`src/rtl/mig_pkg.sv`:
```
// Shared definitions for the majority-op sequencer: state encoding,
// default field widths and the MAJ_OP_REG op-field position.
package mig_pkg;

    typedef enum logic [1:0] {
        IDLE  = 2'd0,
        ISSUE = 2'd1,
        WAIT  = 2'd2,
        GAP   = 2'd3
    } state_t;

    localparam int OP_W_DEF   = 5;
    localparam int ADDR_W_DEF = 5;
    localparam int OP_MSB     = 31;

endpackage

```
`src/rtl/mig_cmd_fifo.sv`:
```
// Synchronous command FIFO; push while full is dropped, flush empties it.
module mig_cmd_fifo #(
    parameter int W     = 10,
    parameter int DEPTH = 8
) (
    input  logic                     clk,
    input  logic                     rst,
    input  logic                     push,
    input  logic                     pop,
    input  logic                     flush,
    input  logic [W-1:0]             wdata,
    output logic [W-1:0]             rdata,
    output logic [$clog2(DEPTH):0]   count,
    output logic                     full,
    output logic                     empty
);
    localparam int AW = $clog2(DEPTH);

    logic [W-1:0]  mem [DEPTH];
    logic [AW-1:0] wr_ptr;
    logic [AW-1:0] rd_ptr;
    logic          do_push;
    logic          do_pop;

    assign full    = (count == (AW+1)'(DEPTH));
    assign empty   = (count == '0);
    assign do_push = push && !full && !flush;
    assign do_pop  = pop && !empty && !flush;
    assign rdata   = mem[rd_ptr];

    always_ff @(posedge clk) begin
        if (do_push && !rst) begin
            mem[wr_ptr] <= wdata;
        end
    end

    // Pointers are AW bits wide, so they wrap modulo DEPTH on their own.
    always_ff @(posedge clk) begin
        if (rst || flush) begin
            wr_ptr <= '0;
            rd_ptr <= '0;
            count  <= '0;
        end else begin
            if (do_push) wr_ptr <= wr_ptr + 1'b1;
            if (do_pop)  rd_ptr <= rd_ptr + 1'b1;
            case ({do_push, do_pop})
                2'b10:   count <= count + 1'b1;
                2'b01:   count <= count - 1'b1;
                default: count <= count;
            endcase
        end
    end

endmodule

```
`src/rtl/mig_op_sequencer.sv`:
```
// Queues majority-op commands and issues them one at a time to the
// 3x8 decoder, waiting for execute_mig or a watchdog timeout.
module mig_op_sequencer
    import mig_pkg::*;
#(
    parameter int DEPTH   = 8,
    parameter int ADDR_W  = ADDR_W_DEF,
    parameter int OP_W    = OP_W_DEF,
    parameter int TIMEOUT = 64
) (
    input  logic                     clk,
    input  logic                     rst,
    input  logic                     wr_valid,
    output logic                     wr_ready,
    input  logic [OP_W-1:0]          wr_op,
    input  logic [ADDR_W-1:0]        wr_addr,
    input  logic                     start,
    input  logic                     abort,
    output logic [31:0]              maj_op_reg,
    output logic [ADDR_W-1:0]        address_start,
    output logic                     enable,
    input  logic                     execute_mig,
    output logic                     busy,
    output logic [$clog2(DEPTH):0]   fifo_count,
    output logic                     done,
    output logic                     timeout_err
);
    localparam int TW = (TIMEOUT > 1) ? $clog2(TIMEOUT) : 1;

    state_t                  state;
    logic [TW-1:0]           timer;
    logic                    push;
    logic                    pop;
    logic                    full;
    logic                    empty;
    logic [OP_W+ADDR_W-1:0]  head;
    logic [OP_W-1:0]         head_op;
    logic [ADDR_W-1:0]       head_addr;
    logic [31:0]             op_word;

    assign wr_ready  = !full;
    assign push      = wr_valid && wr_ready && !abort;
    assign pop       = (state == ISSUE) && !abort;
    assign head_op   = head[ADDR_W +: OP_W];
    assign head_addr = head[ADDR_W-1:0];

    always_comb begin
        op_word = '0;
        op_word[OP_MSB -: OP_W] = head_op;
    end

    mig_cmd_fifo #(
        .W     (OP_W + ADDR_W),
        .DEPTH (DEPTH)
    ) u_fifo (
        .clk   (clk),
        .rst   (rst),
        .push  (push),
        .pop   (pop),
        .flush (abort),
        .wdata ({wr_op, wr_addr}),
        .rdata (head),
        .count (fifo_count),
        .full  (full),
        .empty (empty)
    );

    always_ff @(posedge clk) begin
        if (rst) begin
            state         <= IDLE;
            timer         <= '0;
            maj_op_reg    <= '0;
            address_start <= '0;
            enable        <= 1'b0;
            busy          <= 1'b0;
            done          <= 1'b0;
            timeout_err   <= 1'b0;
        end else begin
            done <= 1'b0;
            if (abort) begin
                state  <= IDLE;
                enable <= 1'b0;
                busy   <= 1'b0;
            end else begin
                case (state)
                    IDLE: begin
                        if (start && !empty) begin
                            state <= ISSUE;
                            busy  <= 1'b1;
                        end
                    end
                    ISSUE: begin
                        maj_op_reg    <= op_word;
                        address_start <= head_addr;
                        enable        <= 1'b1;
                        timer         <= '0;
                        state         <= WAIT;
                    end
                    WAIT: begin
                        if (execute_mig) begin
                            enable <= 1'b0;
                            state  <= GAP;
                        end else if (timer == TW'(TIMEOUT - 1)) begin
                            enable      <= 1'b0;
                            timeout_err <= 1'b1;
                            state       <= IDLE;
                            busy        <= 1'b0;
                        end else begin
                            timer <= timer + 1'b1;
                        end
                    end
                    GAP: begin
                        // A push landing this cycle counts as queued work.
                        if (!empty || push) begin
                            state <= ISSUE;
                        end else begin
                            done  <= 1'b1;
                            state <= IDLE;
                            busy  <= 1'b0;
                        end
                    end
                    default: state <= IDLE;
                endcase
            end
        end
    end

endmodule
```
`config.mk`:
```
export PLATFORM = sky130hd
export DESIGN_NAME = mig_op_sequencer
export DESIGN_NICKNAME = d
export VERILOG_FILES = /design/src/rtl/mig_pkg.sv /design/src/rtl/mig_cmd_fifo.sv /design/src/rtl/mig_op_sequencer.sv
export SDC_FILE = /design/constraint.sdc
export NUM_CORES = 1
export LEC_CHECK = 0
export ABC_AREA = 1
export CELL_PAD_IN_SITES_DETAIL_PLACEMENT = 1
export CELL_PAD_IN_SITES_GLOBAL_PLACEMENT = 1
export CORE_MARGIN = 2
export CORE_UTILIZATION = 46
export DETAILED_ROUTE_END_ITERATION = 10
export PLACE_DENSITY_LB_ADDON = 0.1
export SLEW_MARGIN = 20
export SYNTH_ARGS = -nofsm -noshare
export SYNTH_HDL_FRONTEND = slang
export SYNTH_SLANG_ARGS = --single-unit
```
`constraint.sdc`:
```
create_clock -name clk -period 4.3 [get_ports clk]
set_input_delay 0.86 -clock clk [delete_from_list [all_inputs] [get_ports clk]]
set_output_delay 0.86 -clock clk [all_outputs]
set_load 0.01 [all_outputs]
```
==> impl_metrics.yaml <==
worst_setup_path:
  cpMaxStageDelayCell: "clkdlybuf4s50_1"
  crit_buf_inv: 5
  cp-start-kind: "input port"
  slowest_delay_ps: 560
  r2r_setup_slack_ps: 1930
  crit_path_end_kind: "flop"
  r2r_cells: 13
  cp.arrival_ps: 3170
  crit_top_cell: "inv_2"
  timing.rr.start: "state[1]"
  r2r-end: "u_fifo.count[2]"
  crit_chain: "clkdlybuf4s50_1 -> inv_2 -> nand2_1 -> inv_2 -> nand2_1 -> inv_2 -> ha_1 -> xor2_2 -> ha_1 -> a21oi_1 -> xnor2_1 -> o21ai_1 -> inv_1"
  cpLargestDelayFamily: "buffers and inverters"
  critical_path_class: "input port to flop"
  crit_fanout: 21
  required_ps: 4580
sta:
  setup_viol: 0
  grt_setup_unrepaired: "false"
  setup_tns_ps: 0
  maxSlewViolCount: 0
  worstMarginPinSlew_ps: 961
  slew_headroom: 0.357
  fmax_mhz: 345
  fin_crit_ps: 2900
  finalClockSkew_ps: 15.9
  post-route-period-util: 0.673
  hold_violations: 0
route:
  ant_nets: 0
  route.detailed.drc: 0
  firstDrtPassIters: 4
  vias_per_cell: 5.22
  routed_wl_microns: 10800
  drtIter0Drc: 177
  via_count: 3415
  wl_per_cell_microns: 16.5
synth:
  synthesis.area_sq_mm: 0.00492
  synthCells: 482
  ys_warn_count: 0
  post_synth.cell_area_avg_sq_um: 10.2
  synth_seq_cells: 112
  synth_edf_count: 80
  ys_seq_area_frac: 0.618
  synthDistinctLibCells: 30
  synth-main-ff-cell: "edfxtp_1"
  async_reset_ff_frac: 0
cts:
  cts.sinks: 112
  cts_made_buffers: 9
  clk_latency_ps: 380
  cts_tree: "built"
  postCtsHoldBufs: 0
  cts_setup_buffers: 0
  ctsHtreeMaxLevel: 3
  cts_resized: 0
  clk_pin_slew_ps: 110
  clockBufferDepth: 2
  cts_root_buffer: "clkbuf_8"
cells_and_area:
  reg_top3: "u_fifo.mem (80), timer (6)"
  fin_nets: 540
  drive_above_1_share: 0.0714
  area_delta_synth_final_pct: 11.1
  antenna_cells: 0
  layout_commonest_cell: "nor2_1"
  final_cell_mix: "nor2_1, edfxtp_1, nand2_1"
  largest_register_ffs: 80
  regMostFlops: "u_fifo.mem"
  fin_cells: 654
  final_cell_area_sq_mm: 0.00547
floorplan:
  dieArea_sq_mm: 0.0115
  num_rows: 37
  die_w_microns: 107
  io_pins: 62
  dieHeight_microns: 107
  start_util: 0.475
  core_sq_mm: 0.0104
placement:
  port-buffer-count: 34
  dp.final_hpwl_microns: 7300
  placed_area_sq_mm: 0.00529
  place.gp.congestion: 0.801
  dpl.cell_count: 638
global_route:
  globalRoute.totalOverflow: 0
  grt_max_degree: 43
  grt_pass1_vias: 3385
  grt_antenna_before_repair: 0
  track_usage: 0.196
  grt_pass1_wl_microns: 17000
hold_path:
  holdPathStages: 2
  hp-class: "flop to flop"
  hold_end: "timer[4]"
  min_from: "timer[4]"
flow_run:
  cap_violations: 0
pwr:
  p_per_area_mw_per_mm2: 342
  leakagePower_nw: 1.94
  ir_drop_v: 0.000214
status:
  status: "completed"
[metal layers]
layer,vias up,part of all wire,global-route usage
li1,1664,-,-
met1,1666,0.48,0.263
met2,75,0.47,0.330
met3,10,0.040,0.0297
met4,0,0.012,0.0604
met5,-,0,0
[final cells by class]
type                    instances  area [sq um]
clock buffers                  10           128
clock inverters                 6          57.6
fillers                      1162          4900
inverters                      31           116
multi-input cells             320          1580
flip-flops and latches        112          3040
well taps                     136           170
repair buffers                 39           378
[stage by stage]
| stage | power (mW) | util | setup slack, ps | hold WS, ps |
|---|---|---|---|---|
| detailed placement | 1.29 | 0.510 | 990 | 441 |
| finish | 1.87 | 0.528 | 1400 | 451 |
| global route | 1.94 | 0.528 | 1180 | 475 |
| CTS | 1.89 | 0.528 | 1390 | 459 |
| global placement | 1.29 | 0.510 | 1100 | 431 |
| floorplan | 1.26 | - | 2100 | 421 |
[logic make-up (layout without fill, tap and decap cells)]
group,Yosys count,in the layout,share of synthesized area
flip-flops,112,112,0.618
AND/OR/NAND/NOR,170,170,0.143
AO/OA/AOI/OAI,109,109,0.123
buffers and inverters,76,86,0.0810
adder cells (fa/ha/maj),11,11,0.0279
XOR/XNOR,3,3,0.00686
other,1,27,0.000761
[tightest hold or removal path, stage by stage (launching register included)]
cell	delay, ps
dfxtp_1	330
inv_1	50
a21oi_1	50
[synthesized netlist by cell type (2+ instances only)]
cell type	count	share of area
a21oi_1	26	0.026
buf_4	27	0.041
nand4_1	2	0.0025
nand3_1	11	0.011
inv_2	8	0.0061
nor2_1	85	0.065
ha_1	11	0.028
nor3_1	2	0.0020
edfxtp_1	80	0.49
nor2_2	2	0.0025
nand3_2	3	0.0061
clkbuf_1	8	0.0061
o21ai_0	44	0.045
buf_2	9	0.0091
o21ai_1	15	0.015
nand2_1	61	0.046
o211ai_1	22	0.034
inv_1	23	0.018
dfxtp_1	32	0.13
[how the worst max path moves through the flow]
stage	start	depth (start not counted)	endpoint
CTS	abort	13	u_fifo.count[2]
global placement	abort	13	u_fifo.count[2]
detailed placement	abort	13	u_fifo.count[2]
floorplan	abort	12	u_fifo.count[2]
global route	abort	13	u_fifo.count[2]
finish	abort	13	u_fifo.count[2]
[report_power, final]
part	internal [mW]	leakage (nW)	switching, mW
combinational	0.0332	0.867	0.0626
sequential	1.16	0.979	0.00576
clock	0.226	0.0953	0.383
No activity file was read; power rests on OpenSTA's default activity.
